### src/rtl/imem_loader.sv
// rtl/imem_loader.sv - serial byte-stream loader that writes a length-prefixed program into instruction memory
module imem_loader #(
  parameter logic [31:0] BASE_ADDR = 32'h0000_0000,
  parameter int unsigned MAX_WORDS = 1024
) (
  input  logic        clk,
  input  logic        reset,
  input  logic        start,
  input  logic        rx_valid,
  input  logic [7:0]  rx_byte,
  output logic        rx_ready,
  output logic        mem_we,
  output logic [31:0] mem_addr,
  output logic [31:0] mem_data,
  output logic        cpu_hold,
  output logic        done,
  output logic        error
);

  typedef enum logic [2:0] {
    S_IDLE,
    S_LEN,
    S_DATA,
    S_WRITE,
    S_DONE,
    S_ERR
  } state_t;

  state_t      state_q;
  logic [1:0]  bcnt_q;
  logic [31:0] idx_q;
  logic [31:0] len_q;
  logic [31:0] word_q;
  logic        rx_ready_q;
  logic        mem_we_q;
  logic [31:0] mem_addr_q;
  logic [31:0] mem_data_q;
  logic        cpu_hold_q;
  logic        done_q;
  logic        error_q;

  // Big-endian assembly: each accepted byte shifts in at the low end.
  logic [31:0] len_d;
  logic [31:0] word_d;
  assign len_d  = {len_q[23:0], rx_byte};
  assign word_d = {word_q[23:0], rx_byte};

  // Loader FSM; outputs are registered alongside the state they belong to,
  // so every output is a pure function of the registered state.
  always_ff @(posedge clk) begin
    if (reset) begin
      state_q    <= S_IDLE;
      bcnt_q     <= 2'd0;
      idx_q      <= 32'd0;
      len_q      <= 32'd0;
      word_q     <= 32'd0;
      rx_ready_q <= 1'b0;
      mem_we_q   <= 1'b0;
      mem_addr_q <= BASE_ADDR;
      mem_data_q <= 32'd0;
      cpu_hold_q <= 1'b0;
      done_q     <= 1'b0;
      error_q    <= 1'b0;
    end else begin
      mem_we_q <= 1'b0;
      case (state_q)
        S_IDLE: begin
          if (start) begin
            state_q    <= S_LEN;
            bcnt_q     <= 2'd0;
            idx_q      <= 32'd0;
            rx_ready_q <= 1'b1;
            cpu_hold_q <= 1'b1;
          end
        end
        S_LEN: begin
          if (rx_valid) begin
            len_q  <= len_d;
            bcnt_q <= bcnt_q + 2'd1;
            if (bcnt_q == 2'd3) begin
              if (len_d == 32'd0 || len_d > MAX_WORDS) begin
                state_q    <= S_ERR;
                rx_ready_q <= 1'b0;
                error_q    <= 1'b1;
              end else begin
                state_q <= S_DATA;
              end
            end
          end
        end
        S_DATA: begin
          if (rx_valid) begin
            word_q <= word_d;
            bcnt_q <= bcnt_q + 2'd1;
            if (bcnt_q == 2'd3) begin
              state_q    <= S_WRITE;
              rx_ready_q <= 1'b0;
              mem_we_q   <= 1'b1;
              mem_addr_q <= BASE_ADDR + {idx_q[29:0], 2'b00};
              mem_data_q <= word_d;
            end
          end
        end
        S_WRITE: begin
          if (idx_q == len_q - 32'd1) begin
            state_q    <= S_DONE;
            done_q     <= 1'b1;
            cpu_hold_q <= 1'b0;
          end else begin
            state_q    <= S_DATA;
            idx_q      <= idx_q + 32'd1;
            rx_ready_q <= 1'b1;
          end
        end
        S_DONE, S_ERR: begin
          if (start) begin
            state_q    <= S_LEN;
            bcnt_q     <= 2'd0;
            idx_q      <= 32'd0;
            rx_ready_q <= 1'b1;
            cpu_hold_q <= 1'b1;
            done_q     <= 1'b0;
            error_q    <= 1'b0;
          end
        end
        default: begin
          state_q    <= S_IDLE;
          rx_ready_q <= 1'b0;
          cpu_hold_q <= 1'b0;
          done_q     <= 1'b0;
          error_q    <= 1'b0;
        end
      endcase
    end
  end

  assign rx_ready = rx_ready_q;
  assign mem_we   = mem_we_q;
  assign mem_addr = mem_addr_q;
  assign mem_data = mem_data_q;
  assign cpu_hold = cpu_hold_q;
  assign done     = done_q;
  assign error    = error_q;

endmodule

### config.mk
export PLATFORM = sky130hd
export DESIGN_NAME = imem_loader
export DESIGN_NICKNAME = d
export VERILOG_FILES = /design/src/rtl/imem_loader.sv
export SDC_FILE = /design/constraint.sdc
export NUM_CORES = 1
export LEC_CHECK = 0
export ABC_CLOCK_PERIOD_IN_PS = 8100
export BUFFER_PORTS_ARGS = -buffer_cell sky130_fd_sc_hd__buf_2
export CAP_MARGIN = 20
export CORE_MARGIN = 8
export CORE_UTILIZATION = 40
export CTS_CLUSTER_SIZE = 16
export DETAILED_ROUTE_END_ITERATION = 10
export PLACE_DENSITY = 0.68
export SETUP_SLACK_MARGIN = 0.05
export SYNTH_ARGS = -nofsm -noshare
export SYNTH_HDL_FRONTEND = slang
export SYNTH_SLANG_ARGS = --single-unit
### constraint.sdc
create_clock -name clk -period 8.1 [get_ports clk]
set_input_delay 1.215 -clock clk [delete_from_list [all_inputs] [get_ports clk]]
set_output_delay 1.215 -clock clk [all_outputs]
set_load 0.01 [all_outputs]
Yosys cells after proc, flatten, opt, wreduce, memory -nomap -nowiden
Cells that the tools add are included.

word-level totals
  register bits = 160
  output and inout bits = 69

cells by class
  reductions and logical operators = 21
  order comparisons = 1
  multiplexer cells = 32
  bitwise operators = 5
  eq/ne operators = 17
  $add $sub $neg = 3

operators by type and width
  operator                                              number
  2-to-1 mux 32 bit                                     2
  case mux 32 bit (2 select lines)                      1
  adder 32 x 1 -> 32 bit, second input constant         1
  equality test 32 bit                                  1
  > comparator 32 x 11 -> 1 bit, second input constant  1
  zero test 32 bit                                      1
  subtractor 32 x 1 -> 32 bit, second input constant    1
  2-to-1 mux 3 bit                                      7
  != test 2 bit, second input constant                  8
  AND reduction 3 bit                                   5
  2-to-1 mux 1 bit                                      14
  case mux 3 bit (4 select lines)                       1
  OR reduction 3 bit                                    4
  AND reduction 5 bit                                   2
  case mux 1 bit (3 select lines)                       3
  AND reduction 7 bit                                   1
  equality test 3 x 2 -> 1 bit, second input constant   2
  equality test 3 bit, second input constant            2
  inverter 1 bit                                        5
  2-to-1 mux 2 bit                                      2
  != test 2 x 1 -> 1 bit, second input constant         2
  case mux 1 bit (4 select lines)                       1
  case mux 2 bit (2 select lines)                       1
  AND reduction 2 bit                                   2
  other kinds (7)                                       9

Logic depth before layout (Yosys ltp)
  depth in word-level cells = 6
  mapped depth = 13
  mapped depth without buffers = 11

Worst setup path after synthesis
OpenSTA, ideal clock, no wires.

  path type = reg-to-reg
  from = register len_q[0]
  to = register idx_q[10]
  path buffers = 1
  cell stages (with the launch flop) = 13
  setup slack = 4.397 ns
  required time = 7.978 ns
  arrival = 3.581 ns
  library setup time = 0.122 ns
  cell sequence = dfxtp_1 -> inv_1 -> ha_1 -> nor3b_1 -> and4_1 -> buf_2 -> nand3_1 -> xnor2_1 -> or4_1 -> nor4_4 -> a2111oi_4 -> and3_1 -> a311o_1

on the way
  longest elaborated chain between the ends = 4

ends and longest elaborated chain
  element                        line  source
  from (decl)                    32    logic [31:0] len_q;
  from (signal assigned)         78    len_q <= len_d;
  subtractor 32 x 1 -> 32 bit    105   if (idx_q == len_q - 32'd1) begin
  equality test 32 bit           105
  != test 2 bit (no line)        --
  AND reduction 3 bit (no line)  --
  to (signal assigned)           111   idx_q <= idx_q + 32'd1;
  to (decl)                      31    logic [31:0] idx_q;

No other way between the ends.
A chain may end at the register's enable or synchronous reset.

Worst setup path after layout
Same ends and word-level chain as after synthesis.

==> results.json <==
{
  "outcome": "finished, final reports clean",
  "power.leakage_nw": 3.32,
  "cts_sinks": 160,
  "dp_hpwl_mm": 14.3,
  "die_y_um": 154,
  "syn_avg_cell_area_um2": 7.70,
  "gp_congestion": 0.886,
  "grt_max_degree": 77,
  "drive_above_1_share_pct": 14.0,
  "synthTopCellsByCount": "nand2_1 (284), dfxtp_1 (160), a21oi_1 (144)",
  "p_per_area_nw_per_um2": 241,
  "vias_per_cell": 5.47,
  "diodes": 0,
  "first_iter_violations": 512,
  "syn2layout_area_growth_pct": 14.3,
  "synth-edff-count": 0,
  "fin_crit_sh_pct": 52.4,
  "cts_setup_buffers": 0,
  "start_util_pct": 40.9,
  "routed_wl_mm": 20.2,
  "avgRoutedWirePerCell_um": 15.8,
  "path_delay_family": "compound AO/OA/AOI/OAI gates",
  "dp_slack_ps": 3910,
  "holdCritStartpoint": "mem_addr[22]",
  "grt-busiest-layer": "met2",
  "cp_slowest_cell": "a2111oi_4",
  "critPathKind": "register to register",
  "worst_slack_ps": 3860,
  "crit_buf_inv": 0,
  "drc": 0,
  "crit_path_max_incr_delay_ps": 950,
  "worstPathCellList": "nor4_4 > nand4_1 > or4_4 > mux2_4 > o31ai_4 > a221oi_4 > a2111oi_4 > a21oi_1 > a311o_1",
  "finalSetupViolCount": 0,
  "cts_root_buffer": "clkbuf_16",
  "finalInstanceArea_um2": 8760,
  "max_freq_mhz": 236,
  "cts_buffers": 17,
  "io_pins": 81,
  "gr-usage-met1_pct": 22.7,
  "yosysSeqAreaShare_pct": 41.8,
  "critPathRequiredTime_ps": 8430,
  "holdBufCountCts": 0,
  "first_pass_iters": 5,
  "finalHoldViolations": 0,
  "cts_buffer_depth": 2,
  "port_buffers": 78,
  "syn_inst": 996,
  "nets": 1044,
  "cts.repair.resized": 0,
  "grt_first_pass_wirelength_mm": 32.9,
  "synth_top_area_cell": "dfxtp_1",
  "finalSetupTns_ps": 0,
  "tightestPinTransition_ps": 1060,
  "path_clk_slew_ps": 70,
  "netlist_top_cells_area": "dfxtp_1 (42%), nand2_1 (14%), a21oi_1 (9.4%)",
  "netlist_area_um2": 7670,
  "insertion_delay_ps": 440,
  "worst_setup_path_start_kind": "register",
  "max_cap_viol_count": 0,
  "use_met3_pct": 4.01,
  "cts_max_level": 4,
  "reg2reg_from": "len_q[0]",
  "maxSlewViolCount": 0,
  "postPlaceCellArea_um2": 8130,
  "ir_drop_mv": 0.149,
  "hold_class": "register to register",
  "grt_setup_unrepaired": "false",
  "grtUsageMet2_pct": 26.0,
  "max-slew-margin-rel_pct": 29.4,
  "endpoint_kind": "register",
  "fp-row-count": 50,
  "final.min_clock_period_ps": 4240,
  "synthArstFlopShare_pct": 0,
  "critical_path_arrival_ps": 4570,
  "synthFlopType": "dfxtp_1",
  "track_usage_pct": 16.8,
  "antenna_left": 0,
  "grt_overflow": 0,
  "synth_top_area_share_pct": 41.8,
  "dieWidth_um": 154,
  "route.vias.total": 6977,
  "crit_start": "len_q[0]",
  "grt_pass1_vias": 6383,
  "yosysMostFrequentCell": "nand2_1",
  "core_area_um2": 18800,
  "antenna_found_initial": 0,
  "synth_seq_cells": 160,
  "path_max_fanout": 19,
  "die_area_um2": 23900,
  "synth_cell_type_count": 74,
  "cts_tree": "built",
  "worst_clock_skew_ps": 12.5,
  "synth_warnings": 0
}
cell families (layout without fill, tap and decap cells):
family                   after synthesis  after routing  synth area share (%)
AND/OR/NAND/NOR                      476            476                  29.0
AO/OA/AOI/OAI                        218            218                  18.0
flip-flops                           160            160                  41.8
buffers and inverters                 86            131                  4.57
XOR/XNOR                              49             49                  5.59
adder cells (fa/ha/maj)                3              3                 0.489
multiplexers                           3              3                 0.473
other                                  1              2                0.0489
through the flow:
stage	util (%)	std cells	power (mW)	hold WS (ps)
floorplan	-	997	1.23	432
global placement	43.2	1241	1.32	438
detailed placement	43.3	1242	1.32	444
CTS	46.5	1274	2.11	453
global route	46.7	1276	2.20	464
finish	46.7	1276	2.11	449
final timing paths:
| check | cells after the start | slack, ps | endpoint |
|---|---|---|---|
| min | 2 | 450 | mem_addr[22] |
| min reg2reg | 2 | 450 | mem_addr[22] |
| max | 9 | 3860 | idx_q[10] |
| max reg2reg | 9 | 3860 | idx_q[10] |
where the power goes:
part | leakage, nW | switching (mW) | internal, mW | total (mW)
clock network | 0.291 | 0.377 | 0.414 | 0.791
registers | 1.29 | 0.0322 | 0.804 | 0.837
logic | 1.74 | 0.287 | 0.194 | 0.481
cells in the final DEF (no fill, tap or decap), drive strengths merged, types with 4 or more instances in the layout:
cell type | Yosys | final
a211oi | 7 | 7
inv | 12 | 19
o31ai | 5 | 5
nor2b | 4 | 4
nor2 | 47 | 47
nand3b | 5 | 5
dfxtp | 160 | 160
or4 | 11 | 11
a31oi | 6 | 6
xnor2 | 33 | 33
nor4 | 13 | 13
nand2b | 7 | 7
and2 | 11 | 11
a2111oi | 5 | 5
a31o | 9 | 9
and3 | 16 | 16
a21oi | 145 | 145
xor2 | 16 | 16
nand3 | 21 | 21
clkinv | 0 | 8
buf | 9 | 87
o21ai | 4 | 4
nand2 | 284 | 284
nand4 | 17 | 17
a21o | 6 | 6
a311o | 4 | 4
nor3 | 15 | 15
or3 | 4 | 4
clkbuf | 65 | 17
nand4b | 4 | 4
or2 | 4 | 4
worst register-to-register path, delay by kind of cell (launching register included):
kind             cells  cell delay [ps]
AO/OA/AOI/OAI        5             1920
AND/OR/NAND/NOR      3             1520
flip-flops           1              390
multiplexers         1              330
flip-flops by register name, indices dropped and copies added (netlist names):
signal	count
done	1
len_q	32
bcnt_q	2
cpu_hold	1
rx_ready	1
mem_addr	30
state_q	3
mem_we	1
word_q	24
idx_q	32
error	1
mem_data	32
per-layer routing:
metal,wire [µm],part of all wire (%)
met1,9520,47
met2,9160,45
met3,1290,6.4
met4,227,1.1
met5,0,0
area by class of cell:
cell class              instances  area [µm²]
clock buffers                  17         425
flip-flops and latches        160        3200
repair buffers                 87         500
inverters                      12        45.0
fillers                      1858       10000
clock inverters                15         168
well taps                     234         293
multi-input cells             751        4130
Power figures use the tool's default switching activity.
